**src/rtl/cnn_pkg.sv**
```systemverilog
// Shared types and helpers for the convolution datapath blocks.
`default_nettype none

package cnn_pkg;

  localparam int unsigned DATA_WIDTH_DEF = 8;
  localparam int unsigned ACC_WIDTH_DEF  = 32;

  typedef enum logic [1:0] {
    IDLE     = 2'd0,
    STREAM   = 2'd1,
    WAIT_RES = 2'd2,
    OUTPUT   = 2'd3
  } streamer_state_e;

  // Index width for K elements, never narrower than one bit.
  function automatic int unsigned idx_width(input int unsigned k);
    return (k > 1) ? $clog2(k) : 1;
  endfunction

endpackage

`default_nettype wire

```
**src/rtl/kernel_reg_file.sv**
```systemverilog
// K kernel weights plus one bias word; writes are dropped while the streamer is busy.
`default_nettype none

module kernel_reg_file
  import cnn_pkg::*;
#(
  parameter int unsigned DATA_WIDTH = DATA_WIDTH_DEF,
  parameter int unsigned ACC_WIDTH  = ACC_WIDTH_DEF,
  parameter int unsigned K          = 9,
  parameter int unsigned AW         = idx_width(K)
) (
  input  logic                  clk_i,
  input  logic                  rst_ni,
  input  logic                  wr_en_i,
  input  logic [AW:0]           wr_addr_i,
  input  logic [ACC_WIDTH-1:0]  wr_data_i,
  input  logic                  busy_i,
  input  logic [AW-1:0]         rd_idx_i,
  output logic [DATA_WIDTH-1:0] rd_weight_o,
  output logic [ACC_WIDTH-1:0]  bias_o
);

  localparam logic [AW:0] BIAS_ADDR = (AW + 1)'(K);

  logic [DATA_WIDTH-1:0] weight_q [K];
  logic [ACC_WIDTH-1:0]  bias_q;

  always_ff @(posedge clk_i or negedge rst_ni) begin
    if (!rst_ni) begin
      for (int i = 0; i < int'(K); i++) begin
        weight_q[i] <= '0;
      end
      bias_q <= '0;
    end else if (wr_en_i && !busy_i) begin
      if (wr_addr_i < BIAS_ADDR) begin
        weight_q[wr_addr_i[AW-1:0]] <= wr_data_i[DATA_WIDTH-1:0];
      end else if (wr_addr_i == BIAS_ADDR) begin
        bias_q <= wr_data_i;
      end
    end
  end

  assign rd_weight_o = weight_q[rd_idx_i];
  assign bias_o      = bias_q;

endmodule

`default_nettype wire

```
**src/rtl/mac_operand_streamer.sv**
```systemverilog
// Serialises a KxK window with stored weights into a MAC, then returns MAC result plus bias.
`default_nettype none

module mac_operand_streamer
  import cnn_pkg::*;
#(
  parameter int unsigned DATA_WIDTH    = DATA_WIDTH_DEF,
  parameter int unsigned ACC_WIDTH     = ACC_WIDTH_DEF,
  parameter int unsigned KERNEL_SIZE_W = 3,
  parameter int unsigned KERNEL_SIZE_H = 3,
  localparam int unsigned K            = KERNEL_SIZE_W * KERNEL_SIZE_H,
  localparam int unsigned AW           = idx_width(K)
) (
  input  logic                    clk_i,
  input  logic                    rst_ni,
  input  logic                    kernel_wr_en_i,
  input  logic [AW:0]             kernel_wr_addr_i,
  input  logic [ACC_WIDTH-1:0]    kernel_wr_data_i,
  output logic                    kernel_busy_o,
  input  logic                    window_valid_i,
  output logic                    window_ready_o,
  input  logic [K*DATA_WIDTH-1:0] window_data_i,
  output logic                    mac_in_valid_o,
  input  logic                    mac_in_ready_i,
  output logic [DATA_WIDTH-1:0]   mac_feature_o,
  output logic [DATA_WIDTH-1:0]   mac_weight_o,
  output logic                    mac_last_o,
  input  logic                    mac_valid_i,
  input  logic [ACC_WIDTH-1:0]    mac_data_i,
  output logic                    mac_ready_o,
  output logic                    result_valid_o,
  output logic [ACC_WIDTH-1:0]    result_data_o,
  input  logic                    result_ready_i
);

  localparam logic [AW-1:0] LAST_IDX = AW'(K - 1);

  streamer_state_e        state_q, state_d;
  logic [AW-1:0]          idx_q, idx_d;
  logic [K*DATA_WIDTH-1:0] window_q, window_d;
  logic [ACC_WIDTH-1:0]   result_q, result_d;
  logic [ACC_WIDTH-1:0]   bias_w;

  kernel_reg_file #(
    .DATA_WIDTH(DATA_WIDTH),
    .ACC_WIDTH (ACC_WIDTH),
    .K         (K),
    .AW        (AW)
  ) u_kernel_reg_file (
    .clk_i      (clk_i),
    .rst_ni     (rst_ni),
    .wr_en_i    (kernel_wr_en_i),
    .wr_addr_i  (kernel_wr_addr_i),
    .wr_data_i  (kernel_wr_data_i),
    .busy_i     (kernel_busy_o),
    .rd_idx_i   (idx_q),
    .rd_weight_o(mac_weight_o),
    .bias_o     (bias_w)
  );

  always_ff @(posedge clk_i or negedge rst_ni) begin
    if (!rst_ni) begin
      state_q  <= IDLE;
      idx_q    <= '0;
      window_q <= '0;
      result_q <= '0;
    end else begin
      state_q  <= state_d;
      idx_q    <= idx_d;
      window_q <= window_d;
      result_q <= result_d;
    end
  end

  always_comb begin
    state_d  = state_q;
    idx_d    = idx_q;
    window_d = window_q;
    result_d = result_q;
    case (state_q)
      IDLE: begin
        if (window_valid_i) begin
          window_d = window_data_i;
          idx_d    = '0;
          state_d  = STREAM;
        end
      end
      STREAM: begin
        if (mac_in_ready_i) begin
          if (idx_q == LAST_IDX) begin
            idx_d   = '0;
            state_d = WAIT_RES;
          end else begin
            idx_d = idx_q + 1'b1;
          end
        end
      end
      WAIT_RES: begin
        // Plain modular add: overflow wraps instead of saturating.
        if (mac_valid_i) begin
          result_d = mac_data_i + bias_w;
          state_d  = OUTPUT;
        end
      end
      OUTPUT: begin
        if (result_ready_i) begin
          state_d = IDLE;
        end
      end
      default: state_d = IDLE;
    endcase
  end

  assign kernel_busy_o  = (state_q != IDLE);
  assign window_ready_o = (state_q == IDLE);
  assign mac_in_valid_o = (state_q == STREAM);
  assign mac_feature_o  = window_q[idx_q*DATA_WIDTH +: DATA_WIDTH];
  assign mac_last_o     = (state_q == STREAM) && (idx_q == LAST_IDX);
  assign mac_ready_o    = (state_q == WAIT_RES);
  assign result_valid_o = (state_q == OUTPUT);
  assign result_data_o  = result_q;

endmodule

`default_nettype wire

```
**config.mk**
```make
export PLATFORM = sky130hd
export DESIGN_NAME = mac_operand_streamer
export DESIGN_NICKNAME = d
export VERILOG_FILES = /design/src/rtl/cnn_pkg.sv /design/src/rtl/kernel_reg_file.sv /design/src/rtl/mac_operand_streamer.sv
export SDC_FILE = /design/constraint.sdc
export NUM_CORES = 1
export LEC_CHECK = 0
export ABC_AREA = 1
export CAP_MARGIN = 20
export CELL_PAD_IN_SITES_DETAIL_PLACEMENT = 0
export CELL_PAD_IN_SITES_GLOBAL_PLACEMENT = 1
export CORE_UTILIZATION = 40
export CTS_CLUSTER_SIZE = 12
export DETAILED_ROUTE_END_ITERATION = 12
export PLACE_DENSITY_LB_ADDON = 0.12
export SYNTH_ARGS = -nofsm -noshare
export SYNTH_HDL_FRONTEND = slang
export SYNTH_SLANG_ARGS = --single-unit
```
**constraint.sdc**
```tcl
create_clock -name clk_i -period 2.5 [get_ports clk_i]
set_input_delay 0.25 -clock clk_i [delete_from_list [all_inputs] [get_ports clk_i]]
set_output_delay 0.25 -clock clk_i [all_outputs]
set_load 0.005 [all_outputs]
```
Yosys cells after proc, flatten, opt, wreduce, memory -nomap -nowiden
Cells that the tools add are included.

Latch bits: 0. ROM bits: 0. Memories kept: 0. Bits in writable memories: 0. Bits in registers: 214. Output and inout bits: 54.

Equality and inequality tests: 10. Reduce and logical (&&, ||, !) cells: 13. Divide/modulo/power cells: 0. Bitwise operators: 3. Shift-type cells: 1. Muxes and demuxes: 16. $add $sub $neg: 2. Multiply operators: 0. Magnitude comparators: 4.

Operators by type and width (number): bitwise mux 72 bit (1); variable part select 72 x 8 -> 8 bit (1); adder 32 bit (1); binary-select mux 8 bit (select 4 bit) (1); demux 8 bit (select 4 bit) (1); 2-to-1 mux 8 bit (3); 2-to-1 mux 4 bit (3); >= comparator 5 bit (second input constant) (2); 2-to-1 mux 2 bit (5); inverter 4 -> 5 bit (2); one-hot mux 2 bit (4 select lines) (1); one-hot mux 4 bit (2 select lines) (1); != test 2 x 1 -> 1 bit (second input constant) (3); AND reduction 2 bit (3); AND reduction 3 bit (2); == test 5 x 4 -> 1 bit (second input constant) (1); < comparator 5 x 1 -> 1 bit (second input constant) (1); < comparator 5 x 4 -> 1 bit (second input constant) (1); AND reduction 5 bit (1); adder 4 x 1 -> 4 bit (second input constant) (1); == test 2 bit (second input constant) (2); == test 4 bit (second input constant) (1); != test 2 bit (second input constant) (2); nonzero test 2 bit (2); other kinds (5) (7).

Logic depth before layout (Yosys ltp)
Word-level depth: 6. Gate-level depth with buffers: 12. Mapped depth without buffers: 12.

Cells and area by module
A second synthesis with hierarchy kept.

Cells, all modules: 1586. Area total of the unflattened synthesis: 12107.9 um^2.

By module, submodules not included: mac_operand_streamer (cells each 930, instances 1, area an instance 7084.3 um^2); kernel_reg_file (cells each 656, instances 1, area an instance 5023.6 um^2).

Least setup slack after synthesis
OpenSTA, ideal clock, no wires.

Path type: flip-flop to flip-flop. From: register u_kernel_reg_file.bias_q[0] (netlist: u_kernel_reg_file.bias_o[0]). To: register result_q[16] (netlist: result_data_o[16]). Clock period less this slack: 1843 ps. Data arrival time: 1777 ps. Path buffers: 0. Data required time: 2434 ps. Path slack: 657 ps. Stages on the path, launching flop included: 10. Cell sequence: dfrtp_1 -> ha_1 -> fa_1 -> nand3_1 -> nand3_1 -> a21oi_1 -> nor2_1 -> o21ai_0 -> nand3_1 -> nand2_1.

Word-level cells in the longest chain between the ends: 1.

RTL lines: from (decl) (RTL line kernel_reg_file.sv:26) `logic [ACC_WIDTH-1:0] bias_q;`; from (signal assigned) (RTL line kernel_reg_file.sv:38) `bias_q <= wr_data_i;`; adder 32 bit (RTL line mac_operand_streamer.sv:101) `result_d = mac_data_i + bias_w;`; to (signal assigned) (RTL line mac_operand_streamer.sv:71) `result_q <= result_d;`; to (decl) (RTL line mac_operand_streamer.sv:41) `logic [ACC_WIDTH-1:0] result_q, result_d;`.

No other way between the ends. A chain may end at the register's enable or synchronous reset.

Worst setup path after layout
From: register idx_q[0]. To: output port mac_weight_o[6].

Word-level cells in the longest chain between the ends: 4.

RTL lines: from (decl) (RTL line mac_operand_streamer.sv:39) `logic [AW-1:0] idx_q, idx_d;`; from (signal assigned) (RTL line mac_operand_streamer.sv:69) `idx_q <= idx_d;`; inverter 4 -> 5 bit (implied by the code) (RTL line kernel_reg_file.sv:43) `assign rd_weight_o = weight_q[rd_idx_i];`; binary-select mux 8 bit (select 4 bit) (RTL line kernel_reg_file.sv:43); 2-to-1 mux 8 bit (implied by the code) (2 in series) (RTL line kernel_reg_file.sv:43); to (decl) (RTL line mac_operand_streamer.sv:26) `output logic [DATA_WIDTH-1:0] mac_weight_o,`.

No other way between the ends. The select of a mux whose other input is x is not followed.

==> impl_results.md <==
* Status: finished with violations
* Failing checks: setup timing
* Clock Path Buffers at 3
* Required time of the worst setup path at roughly 2.3 ns
* Crit end category: output port
* Syn nets at between 1,500 and 2,000
* Fin crit share at 106%
* Initial antenna violation count at 0
* Comb pwr share at ~38%
* Worst slew pin tran at roughly 0.54 ns
* Iteration-0 DRC Markers at around 500
* Fin area at about 15,000 um^2
* Total gr overflow at 0
* Fmax at roughly 380 MHz
* Antenna diode count at 0
* FILL cells at approximately 2,700
* CP cell instances: clkinv_4 > buf_12 > o21ai_0 > o221ai_1 > o211ai_1 > o21ai_1 > clkdlybuf4s50_1
* Synth area leaders: dfrtp_1 (47%), nand2_1 (12%), mux2_2 (8.5%)
* Layout Skew at 0.0142 ns
* First-pass GRT wire length at roughly 52,000 um
* RSZ-0062 raised after global routing: true
* Total chip power at 0.0149 W
* Sw power at 0.00505 W
* YS warnings at 0
* CP Class: register to output port
* Clock period minus worst slack at 2.64 ns
* Post-Syn Instances at 1,374
* Clock transition at path regs at roughly 0.06 ns
* CP max-delay cell: clkdlybuf4s50_1
* Sw Ratio at between 30 and 40%
* Placed inst area at roughly 14,000 um^2
* Total GRT Usage at approximately 23%
* Syn_area_per_cell at between 8 and 9 um^2
* Worst vdd ir at approximately 700 uV
* PwrDens at slightly below 1000 nW/um^2
* Layout area overhead at 31.9%
* Seq pwr share at between 30 and 40%
* Internal power at around 0.0098 W
* Synth async-reset ratio at 100%
* Main synth FF type: dfrtp_1
* Worst reg2reg endpoint: result_data_o[16]
* Clock Latency Late Sink at between 0.5 and 0.6 ns
* Final hold slack at ~0.22 ns
* Clock root cell: clkbuf_16
* Final Hold Viols at 0
* Initial Util at 40.9%
* Drt via density at ~5.0
* TritonRoute pass-1 iters at 4
* Routed Antenna Nets at 0
* Core area at between 20,000 and 30,000 um^2
* Post-synthesis cell area at approximately 11,000 um^2
* Seq/Total Area, Yosys at a little under half
* Die extent in x at about 170 um
* Number of synthesized flops with an enable pin at 0
* TritonCTS Buffers at 26
* DP Worst Slack at just over 0.09 ns
* # IOs at around 200
* Critical Path AT at 2.39 ns
* Synth area leader: dfrtp_1
* Routed WL at around 33,000 um
* Reg2reg setup slack at approximately 0.34 ns
* Max_slew headroom at around 64%
* Synth cell types at 29
* Max H-tree Level at 1
* Static leakage at roughly 7.3 nW
* DRC Markers at 0
* Slew Viols, Final at 0
* Slowest stage delay, CP at between 0.5 and 0.6 ns
* Number of global-route vias before repair at around 9,600
* Layout cells sized above 1 at 11.1%
* Top cells by count, synth: nand2_1 (359), dfrtp_1 (214), o21ai_0 (175)
* Finish-stage setup viols at 4
* Die area at around 29,000 um^2
* Setup slack after layout at -0.140 ns
* Clock power share at a little over a quarter
* Drt wl/cell at around 17 um
* Die Y at between 150 and 200 um
* Top-count cell post-synth: nand2_1
* DP Wirelength at between 20,000 and 25,000 um
* Largest net degree at the start of global routing at 66
* Critical-path maximum fanout at 32
* Worst R2R Path Depth at 9
* Seq cells post-synth at roughly 210
* NumNets Final at around 1,800
* Buffers on Ports at about 200
* Post-synth top area share at a little under half
* Vias at between 9,000 and 10,000
* GP Congestion at around 0.84
* # rows at 61
* Worst hold path class: primary input to asynchronous set/reset pin
* Max-Cap Viols at 0
* CTS tree: done
* Clk sinks at between 200 and 250
* R2r startpoint: u_kernel_reg_file.bias_o[0]
* Setup crit start kind: register
==> how the worst max path moves through the flow <==
stage,start,end,slack [ns]
3_3_place_gp,mac_data_i[0],result_data_o[16],0.11
4_1_cts,idx_q[0],mac_weight_o[6],-0.18
6_report,idx_q[0],mac_weight_o[6],-0.14
3_5_place_dp,mac_data_i[0],result_data_o[16],0.09
2_1_floorplan,u_kernel_reg_file.bias_o[0],result_data_o[16],0.66
5_1_grt,idx_q[0],mac_weight_o[6],-0.24
==> cells by family (layout without fill, tap and decap cells) <==
group                    after synthesis  in the layout  share of synthesized area (%)
AND/OR/NAND/NOR                      558            558                           19.5
multiplexers                          89             89                           8.77
adder cells (fa/ha/maj)               38             38                           4.23
XOR/XNOR                              16             16                           1.23
flip-flops                           214            214                           46.9
buffers and inverters                200            432                           6.84
AO/OA/AOI/OAI                        259            259                           12.6
==> through the flow <==
step / utilization [%] / instances / TNS, ns
after global routing: 53.9 / 1984 / -0.982
after global placement: 50.2 / 1933 / 0
after CTS: 53.5 / 1980 / -1.42
after floorplan: - / 1374 / 0
after detailed placement: 50.2 / 1933 / 0
final: 53.9 / 1984 / -0.396
==> power groups by stage <==
stage	clock [W]	sequential (W)	combinational [W]
5_1_grt	0.00415	0.00545	0.00632
3_5_place_dp	0	0.00533	0.00560
3_3_place_gp	0	0.00531	0.00553
4_1_cts	0.00401	0.00529	0.00563
6_report	0.00393	0.00530	0.00564
2_1_floorplan	0	0.00517	0.00324
==> layer usage <==
metal / global-route usage, % / wire, um / part of all wire (%)
met5: 0 / 0 / 0
met4: 4.00 / 455 / 1.4
met3: 3.33 / 1480 / 4.5
met2: 37.1 / 15300 / 47
met1: 32.3 / 15700 / 48
==> critical path: cells and delay by family, from the launching register on <==
family          cells  cell delay, ns
flops               1            0.46
buf+inv             3            0.78
compound gates      4            0.60
==> layout make-up <==
type                            instances  area (um^2)  share of cell area (%)
Inverter                              148          564                    3.75
Timing Repair Buffer                  238         2460                    16.3
Clock buffer                           35          734                    4.88
Sequential cell                       214         5360                    35.6
Multi-Input combinational cell        960         5310                    35.3
Clock inverter                         11          161                    1.07
Tap cell                              378          473                    3.14
==> cell usage in the layout (no fill, tap or decap), types with 3 or more instances in the layout <==
cell	n
a21oi_1	33
buf_12	10
buf_4	21
buf_6	3
bufinv_16	3
clkbuf_1	4
clkbuf_16	27
clkbuf_8	6
clkdlybuf4s50_1	188
clkinv_2	6
dfrtp_1	213
dlygate4sd2_1	3
dlymetal6s2s_1	7
ha_1	37
inv_1	143
mux2_2	86
nand2_1	358
nand3_1	65
nand3b_1	4
nand4_1	5
nor2_1	119
nor3_1	4
o211ai_1	10
o21ai_0	160
o21ai_1	12
o21ai_2	4
o21bai_1	3
o221ai_1	21
o22ai_1	13
xnor2_1	14
==> sequential cells by signal (all words and copies together), names as in the netlist <==
| name | cells |
|---|---|
| state_q | 2 |
| u_kernel_reg_file.bias_o | 32 |
| idx_q | 4 |
| u_kernel_reg_file.weight_q | 72 |
| window_q | 72 |
| result_data_o | 32 |
==> what timing repair did <==
action	4_1_cts	5_1_grt
hold endpoints to repair	36	0
hold buffers	1	0
resized for setup	22	31
pin swaps	2	6
gates cloned	0	1
setup endpoints to repair	17	14
setup buffers	0	3
Note: power is estimated with default switching activity, not from simulation.
